**config.mk**
```make
export PLATFORM = sky130hd
export DESIGN_NAME = axis_packet_scheduler
export DESIGN_NICKNAME = d
export VERILOG_FILES = /design/src/rtl/axis_packet_scheduler.sv
export SDC_FILE = /design/constraint.sdc
export NUM_CORES = 1
export LEC_CHECK = 0
export CORE_MARGIN = 3
export CORE_UTILIZATION = 47
export DETAILED_ROUTE_END_ITERATION = 10
export PLACE_DENSITY_LB_ADDON = 0.2
export SETUP_SLACK_MARGIN = 0.15
export SYNTH_ARGS = -nofsm -noshare
export SYNTH_HDL_FRONTEND = slang
export SYNTH_SLANG_ARGS = --single-unit
```
**constraint.sdc**
```tcl
create_clock -name aclk -period 4.9 [get_ports aclk]
set_input_delay 1.47 -clock aclk [delete_from_list [all_inputs] [get_ports aclk]]
set_output_delay 1.47 -clock aclk [all_outputs]
set_load 0.03 [all_outputs]
```
**src/rtl/axis_packet_scheduler.sv**
```systemverilog
// axis_packet_scheduler
//   Sequences the dual-input AXI4-Stream packet mux. One start pulse runs a
//   programmed sequence of packets (single channel or alternating ch0/ch1).
//   For each packet it loads the mux select and length, fires a one-shot arm
//   pulse and waits for TLAST on the mux output. A programmable idle gap is
//   inserted between packets.
//
//   Optional feature macro: SCHED_TIMEOUT_EN adds a RUN-state watchdog that
//   aborts the sequence and sets timeout_err after TIMEOUT_CYCLES cycles
//   without an end beat. Without the macro, RUN waits indefinitely and
//   timeout_err is tied low.
//
//   Ports
//     aclk, areset        clock, asynchronous active-high reset
//     start, stop         one-cycle control pulses
//     cfg_mode            0 ch0, 1 ch1, 2 alternate from ch0, 3 alternate from ch1
//     cfg_len0/len1       per-channel packet length (beats)
//     cfg_count           packets per sequence (0 runs one packet)
//     cfg_gap             idle cycles between packets
//     mon_tvalid/tready/tlast  taps of the mux master output
//     mux_sel, mux_length, mux_arm, mux_abort  mux controls
//     busy, done, pkt_index, timeout_err       status
//
//   state | meaning
//   ------+-----------------------------------------------------------
//   IDLE  | no sequence; waits for start
//   SETUP | loads mux_sel / mux_length for packet pkt_index
//   ARM   | mux_arm is high for this single cycle
//   RUN   | waits for the end beat (valid & ready & last)
//   GAP   | counts cfg_gap idle cycles before the next SETUP
module axis_packet_scheduler #(
  parameter int LENGTH_WIDTH   = 14,
  parameter int COUNT_WIDTH    = 16,
  parameter int GAP_WIDTH      = 16,
  parameter int TIMEOUT_WIDTH  = 24,
  parameter int TIMEOUT_CYCLES = 1000000
) (
  input  logic                    aclk,
  input  logic                    areset,
  input  logic                    start,
  input  logic                    stop,
  input  logic [1:0]              cfg_mode,
  input  logic [LENGTH_WIDTH-1:0] cfg_len0,
  input  logic [LENGTH_WIDTH-1:0] cfg_len1,
  input  logic [COUNT_WIDTH-1:0]  cfg_count,
  input  logic [GAP_WIDTH-1:0]    cfg_gap,
  input  logic                    mon_tvalid,
  input  logic                    mon_tready,
  input  logic                    mon_tlast,
  output logic                    mux_sel,
  output logic [LENGTH_WIDTH-1:0] mux_length,
  output logic                    mux_arm,
  output logic                    mux_abort,
  output logic                    busy,
  output logic                    done,
  output logic [COUNT_WIDTH-1:0]  pkt_index,
  output logic                    timeout_err
);

  typedef enum logic [2:0] {
    S_IDLE  = 3'd0,
    S_SETUP = 3'd1,
    S_ARM   = 3'd2,
    S_RUN   = 3'd3,
    S_GAP   = 3'd4
  } state_t;

  state_t state, state_nxt;

  logic [1:0]              mode_q;
  logic [LENGTH_WIDTH-1:0] len0_q;
  logic [LENGTH_WIDTH-1:0] len1_q;
  logic [COUNT_WIDTH-1:0]  last_idx_q;
  logic [GAP_WIDTH-1:0]    gap_q;
  logic [GAP_WIDTH-1:0]    gap_cnt;

  logic end_beat;
  logic tmo_hit;
  logic start_acc;
  logic abort_nxt;
  logic done_nxt;
  logic advance;
  logic tmo_fire;
  logic ch_sel;

  assign end_beat = mon_tvalid & mon_tready & mon_tlast;

  always_comb begin
    ch_sel = 1'b0;
    case (mode_q)
      2'd0:    ch_sel = 1'b0;
      2'd1:    ch_sel = 1'b1;
      2'd2:    ch_sel = pkt_index[0];
      default: ch_sel = ~pkt_index[0];
    endcase
  end

  always_comb begin
    state_nxt = state;
    start_acc = 1'b0;
    abort_nxt = 1'b0;
    done_nxt  = 1'b0;
    advance   = 1'b0;
    tmo_fire  = 1'b0;
    case (state)
      S_IDLE: begin
        // start and stop together in IDLE is a no-op
        if (start && !stop) begin
          state_nxt = S_SETUP;
          start_acc = 1'b1;
        end
      end
      S_SETUP: state_nxt = S_ARM;
      S_ARM:   state_nxt = S_RUN;
      S_RUN: begin
        // end beat has priority over a watchdog expiry in the same cycle
        if (end_beat) begin
          if (pkt_index != last_idx_q) begin
            advance   = 1'b1;
            state_nxt = (gap_q == '0) ? S_SETUP : S_GAP;
          end else begin
            done_nxt  = 1'b1;
            state_nxt = S_IDLE;
          end
        end else if (tmo_hit) begin
          tmo_fire  = 1'b1;
          abort_nxt = 1'b1;
          state_nxt = S_IDLE;
        end
      end
      S_GAP: begin
        if (gap_cnt == GAP_WIDTH'(1)) state_nxt = S_SETUP;
      end
      default: state_nxt = S_IDLE;
    endcase
    // stop overrides everything, including a coincident end beat
    if (state != S_IDLE && stop) begin
      state_nxt = S_IDLE;
      abort_nxt = 1'b1;
      done_nxt  = 1'b0;
      advance   = 1'b0;
      tmo_fire  = 1'b0;
    end
  end

  always_ff @(posedge aclk or posedge areset) begin
    if (areset) begin
      state      <= S_IDLE;
      busy       <= 1'b0;
      mux_arm    <= 1'b0;
      mux_abort  <= 1'b0;
      done       <= 1'b0;
      mux_sel    <= 1'b0;
      mux_length <= '0;
      pkt_index  <= '0;
      mode_q     <= 2'd0;
      len0_q     <= '0;
      len1_q     <= '0;
      last_idx_q <= '0;
      gap_q      <= '0;
      gap_cnt    <= '0;
    end else begin
      state     <= state_nxt;
      busy      <= (state_nxt != S_IDLE);
      mux_arm   <= (state_nxt == S_ARM);
      mux_abort <= abort_nxt;
      done      <= done_nxt;

      if (start_acc) begin
        mode_q     <= cfg_mode;
        len0_q     <= cfg_len0;
        len1_q     <= cfg_len1;
        gap_q      <= cfg_gap;
        last_idx_q <= (cfg_count == '0) ? '0 : cfg_count - COUNT_WIDTH'(1);
        pkt_index  <= '0;
      end

      if (advance) begin
        pkt_index <= pkt_index + COUNT_WIDTH'(1);
        gap_cnt   <= gap_q;
      end else if (state == S_GAP) begin
        gap_cnt <= gap_cnt - GAP_WIDTH'(1);
      end

      if (state == S_SETUP) begin
        mux_sel    <= ch_sel;
        mux_length <= ch_sel ? len1_q : len0_q;
      end
    end
  end

`ifdef SCHED_TIMEOUT_EN
  // Down-counter loaded on RUN entry; terminal count 1 marks the last
  // allowed RUN cycle.
  logic [TIMEOUT_WIDTH-1:0] tmo_cnt;

  assign tmo_hit = (state == S_RUN) && (tmo_cnt == TIMEOUT_WIDTH'(1));

  always_ff @(posedge aclk or posedge areset) begin
    if (areset) begin
      tmo_cnt     <= '0;
      timeout_err <= 1'b0;
    end else begin
      if (state == S_ARM) begin
        tmo_cnt <= TIMEOUT_WIDTH'(TIMEOUT_CYCLES);
      end else if (state == S_RUN) begin
        tmo_cnt <= tmo_cnt - TIMEOUT_WIDTH'(1);
      end
      if (start_acc) begin
        timeout_err <= 1'b0;
      end else if (tmo_fire) begin
        timeout_err <= 1'b1;
      end
    end
  end
`else
  assign tmo_hit     = 1'b0;
  assign timeout_err = 1'b0;
`endif

endmodule
```
# Word-level counts from Yosys, hierarchy flattened
# Cells that the tools add are included.
# classes
n_div	0
multipliers	0
addsub	3
eq_ne	9
n_shift	0
order_cmp	0
reduce_logical	11
bitwise	3
mux	25
# ops
cell	n
two-way mux 16 bit	5
zero test 16 bit	2
subtractor 16 x 1 -> 16 bit (second input constant)	2
two-way mux 3 bit	6
adder 16 x 1 -> 16 bit (second input constant)	1
equality test 16 x 1 -> 1 bit (second input constant)	1
inequality test 16 bit	1
case mux 3 bit (5 select lines)	1
two-way mux 14 bit	1
two-way mux 1 bit	11
equality test 3 x 2 -> 1 bit (second input constant)	3
nonzero test 3 bit	2
nonzero test 2 bit	2
equality test 3 x 1 -> 1 bit (second input constant)	1
equality test 3 bit (second input constant)	1
zero test 3 bit	1
case mux 1 bit (3 select lines)	1
bitwise AND 1 bit	2
equality test 2 x 1 -> 1 bit (second input constant)	1
equality test 2 bit (second input constant)	1
logical AND 1 bit	2
zero test 2 bit	1
zero test 1 bit	1
NOT 1 bit	1
# totals
latch_bits	0
mem_bits_ro	0
out_inout_bits	36
mem_count	0
wordCells	65
ram_bits	0
regBits	116

# Logic depth before layout (Yosys ltp)
# depth
ltp_word	7
mapped_depth	7
depth_no_buf	7

# Worst setup path before layout
# No wires, ideal clock.
# synth_path
path_type	input to register
startpoint	in cfg_count[0]
endpoint	reg last_idx_q[14]
arrival_time_ns	3.079
n_path_buf	0
t_required_ns	4.768
path_slack_ns	1.689
path_stages	7
cell_sequence	inv_1 > ha_1 > or3b_2 > or4_1 > nor3_1 > mux2i_1 > o21ai_1
# synth_between
elab_chain_cells	2
word_cells_on_any_way	3
classes_between	add/sub: 1; mux: 1; reduce/logical: 1
# synth_rtl
element	line	rtl
from (decl)	45	input logic [COUNT_WIDTH-1:0] cfg_count,
subtractor 16 x 1 -> 16 bit or zero test 16 bit (tied branches)	174	last_idx_q <= (cfg_count == '0) ? '0 : cfg_count - COUNT_WIDTH'(1);
two-way mux 16 bit *	174	
to (signal assigned)	174	
to (decl)	73	logic [COUNT_WIDTH-1:0] last_idx_q;
# Mark *: on every way between the ends. The rest lies on a longest branch, timed or not.
# A chain may end at the register's enable or synchronous reset.

# Final worst setup path
# layout_path
startpoint	in cfg_count[8]
endpoint	reg last_idx_q[7]
# layout_between
elab_chain_cells	2
# layout_rtl
element	line
zero test 16 bit	174
two-way mux 16 bit	174
# No other way between the ends.

==> impl_summary.log <==
[metrics] result of the run: complete, no violations
[metrics] DR vias: 4393
[metrics] die area: 13300 µm²
[metrics] launching element type of the critical path: input pin
[metrics] vias per cell: 5.68
[metrics] proportion of register bits with asynchronous set or reset after synthesis: 1.00
[metrics] count of cell types in the netlist: 60
[metrics] Max clock buf depth: 2
[metrics] vias in the first global route: 4478
[metrics] P per Cell Area: 552 nW/µm²
[metrics] Max H-tree Level: 4
[metrics] root buffer cell: sky130_fd_sc_hd__clkbuf_16
[metrics] actual transition at the worst max-transition pin: 1.15 ns
[metrics] minimum setup slack among reg-to-reg paths: 2.43 ns
[metrics] highest ir drop seen on vdd: 0.344 mV
[metrics] final global-route overflow total: 0
[metrics] antenna fix cells: 0
[metrics] final setup violation count: 0
[metrics] Setup crit end kind: flip-flop
[metrics] starting density of the core: 0.487
[metrics] area share of fa/ha/maj cells after synthesis: 0.0107
[metrics] number of DRC violations after detailed-routing iteration 0: 197
[metrics] wire length of the first global-routing pass: 21.8 mm
[metrics] source-to-sink clock delay at the later pin of the worst-skew pair: 0.42 ns
[metrics] setup repair after global routing missed its margin: false
[metrics] minimum clock period: 3.42 ns
[metrics] leakage power: 3.19 nW
[metrics] number of placement rows: 39
[metrics] pin count of the biggest net entering global routing: 67
[metrics] average cell area after synthesis: 11.0 µm²
[metrics] half-perimeter wire length after detailed placement: 9.01 mm
[metrics] number of detailed-routing iterations run before antenna repair: 4
[metrics] Simple-Gate Fraction of Synth Area: 0.164
[metrics] share of cell area taken by muxes after synthesis: 0.149
[metrics] clock transition time at the flip-flop clock pins of the worst setup and hold paths: 0.06 ns
[metrics] commonest register cell after synthesis: sky130_fd_sc_hd__dfrtp_1
[metrics] count of maximum capacitance violations: 0
[metrics] most common cell after layout, fill and taps aside: sky130_fd_sc_hd__dfrtp_1
[metrics] share of post-route cells with drive strength above 1: 0.166
[metrics] number of gates resized after CTS: 0
[metrics] filler cell count: 931
[metrics] flip-flop and latch count after synthesis: 116
[metrics] final setup TNS: 0 ns
[metrics] antenna violations before repair: 0
[metrics] Cells after Synth: 511
[metrics] Fin Hold WS: 0.502 ns
[metrics] layout overhead on the synthesized area: 32.1%
[metrics] highest clock frequency the design can meet: 292 MHz
[metrics] commonest cells after routing, fill and taps aside: sky130_fd_sc_hd__dfrtp_1 (116), sky130_fd_sc_hd__clkdlybuf4s50_1 (103), sky130_fd_sc_hd__mux2_2 (50)
[metrics] final number of hold-violating endpoints: 0
[metrics] area of the placeable core: 11500 µm²
[metrics] Crit path required time: 5.18 ns
[metrics] EDFF count, synth: 0
[metrics] min-delay worst type: reg -> reg
[metrics] Final Slew Violations: 0
[metrics] xor and xnor area share after synthesis: 0.0562
[metrics] Sinks on Clock Net: 116
[metrics] quantity of I/O buffers inserted on ports: 103
[metrics] width of the die: 115 µm
[metrics] combinational family with the most area after synthesis: simple AND/OR/NAND/NOR gates
[metrics] count of hold buffers inserted by post-cts repair: 0
[metrics] warning count from the yosys run: 0
[metrics] critical path peak fanout: 14
[metrics] TritonCTS clock tree: done
[metrics] total power: 0.00409 W
[metrics] antenna viol nets, final: 0
[metrics] routability-driven placement congestion ratio: 0.880
[metrics] All-Layer GR Usage: 0.211
[metrics] tightest slew margin relative to the limit: 0.234
[metrics] sequential area share after synthesis: 0.518
[metrics] footprint of the flip-flops and latches: 2900 µm²
[metrics] synthesized netlist net count: 584
[metrics] arrival time reported for the critical path endpoint: 3.71 ns
[metrics] post-layout utilization of the core: 0.643
[metrics] Post-CTS Setup Bufs: 0
[metrics] clock skew: 0.00689 ns
[metrics] worst setup path category: in -> reg
[metrics] final WL: 13.3 mm
[metrics] portion of the clock cycle consumed by the worst path in the final layout: 0.699
[metrics] fin nets: 691
[metrics] Post-Synthesis Cell Area: 5610 µm²
[metrics] fraction of the mapped netlist area in compound gates: 0.0808
[metrics] total I/O pin count: 105
[metrics] area taken by multi-input logic gates: 2610 µm²
[metrics] Residual DRC: 0
[metrics] number of CTS-inserted buffers: 17
[metrics] Routed WL per cell: 17.1 µm
[metrics] overall die height: 115 µm
[synth_stat cells (2+ instances only)]
library cell                  n  share of area
sky130_fd_sc_hd__o21ai_0     23          0.021
sky130_fd_sc_hd__nor2_1      39          0.026
sky130_fd_sc_hd__clkbuf_1    18          0.012
sky130_fd_sc_hd__nand2b_1     2         0.0022
sky130_fd_sc_hd__buf_2        2         0.0018
sky130_fd_sc_hd__inv_1        8         0.0054
sky130_fd_sc_hd__a221o_1      2         0.0036
sky130_fd_sc_hd__o211ai_1     6         0.0080
sky130_fd_sc_hd__dfrtp_1    116           0.52
sky130_fd_sc_hd__a21oi_1     22          0.020
sky130_fd_sc_hd__a31oi_1      2         0.0022
sky130_fd_sc_hd__nand3_1     20          0.018
sky130_fd_sc_hd__nor4_1      17          0.019
sky130_fd_sc_hd__and3_1       3         0.0033
sky130_fd_sc_hd__mux2_2      50           0.10
sky130_fd_sc_hd__nand4_1      9          0.010
sky130_fd_sc_hd__mux2i_1     27          0.048
sky130_fd_sc_hd__a2bb2oi_1    2         0.0031
sky130_fd_sc_hd__nand4b_1     3         0.0047
sky130_fd_sc_hd__o21a_1       2         0.0027
sky130_fd_sc_hd__and4_1       2         0.0031
sky130_fd_sc_hd__and2_1       2         0.0022
sky130_fd_sc_hd__xnor2_1     13          0.020
sky130_fd_sc_hd__nand3b_1     2         0.0027
sky130_fd_sc_hd__nor4b_1      2         0.0031
sky130_fd_sc_hd__or4_1        3         0.0040
sky130_fd_sc_hd__a211oi_1     2         0.0027
sky130_fd_sc_hd__nand2_1     39          0.026
sky130_fd_sc_hd__or3_1        6         0.0067
sky130_fd_sc_hd__or2_2        2         0.0022
sky130_fd_sc_hd__ha_1         4         0.0089
sky130_fd_sc_hd__nor3_1       9         0.0080
sky130_fd_sc_hd__xor2_1      23          0.036
sky130_fd_sc_hd__nor2b_1      3         0.0033
[where the power goes]
group	switching, W	internal, W
Sequential	0.000302	0.00135
Combinational	0.000602	0.000611
Clock	0.000448	0.000770
Total	0.00135	0.00274
[worst max-delay path, stage by stage]
cell                              delay, ns
sky130_fd_sc_hd__clkdlybuf4s50_1       0.48
sky130_fd_sc_hd__or4_1                 0.58
sky130_fd_sc_hd__or3_1                 0.40
sky130_fd_sc_hd__nor4_1                0.22
sky130_fd_sc_hd__a21o_1                0.37
sky130_fd_sc_hd__o21ai_0               0.18
[final timing paths]
check,startpoint,endpoint,cells past startpoint
max,cfg_count[8],last_idx_q[7],6
min,len1_q[4],len1_q[4],1
max reg2reg,pkt_index[12],gap_cnt[13],5
min reg2reg,len1_q[4],len1_q[4],1
max in group asynchronous,areset,gap_cnt[15],3
min in group asynchronous,areset,last_idx_q[15],2
[through the flow]
stage / worst slack (ns) / instance area, µm² / cells
3_5_place_dp: 1.06 / 6820 / 742
4_1_cts: 1.46 / 7410 / 774
5_1_grt: 1.31 / 7410 / 774
2_1_floorplan: 0.358 / 5610 / 511
3_3_place_gp: 1.15 / 6820 / 742
6_report: 1.48 / 7410 / 774
[layer usage]
layer | up-vias | GRT usage | share of wire
li1 | 2066 | - | -
met1 | 2163 | 0.276 | 0.44
met2 | 133 | 0.316 | 0.46
met3 | 31 | 0.0732 | 0.068
met4 | 0 | 0.0986 | 0.028
met5 | - | 0 | 0
[registers in the layout (all words and copies together) (netlist names), 2 cells and up]
name        flops
gap_cnt        16
gap_q          16
last_idx_q     16
len0_q         14
len1_q         14
mode_q          2
mux_length     14
pkt_index      16
state           3
[cells by family (layout without fill, tap and decap cells)]
family,after synthesis,in the layout
fa+ha+maj,5,5
compound gates,73,73
buf+inv,30,150
simple gates,173,173
mux,77,77
flops,116,116
xor+xnor,36,36
other cells,1,1
[layout make-up]
cell class	count	area share
flip-flops and latches	116	0.392
well taps	143	0.0242
multi-input cells	365	0.352
clock buffers	19	0.0612
repair buffers	110	0.148
clock inverters	13	0.0181
inverters	8	0.00439
Note: power is estimated with default switching activity, not from simulation.
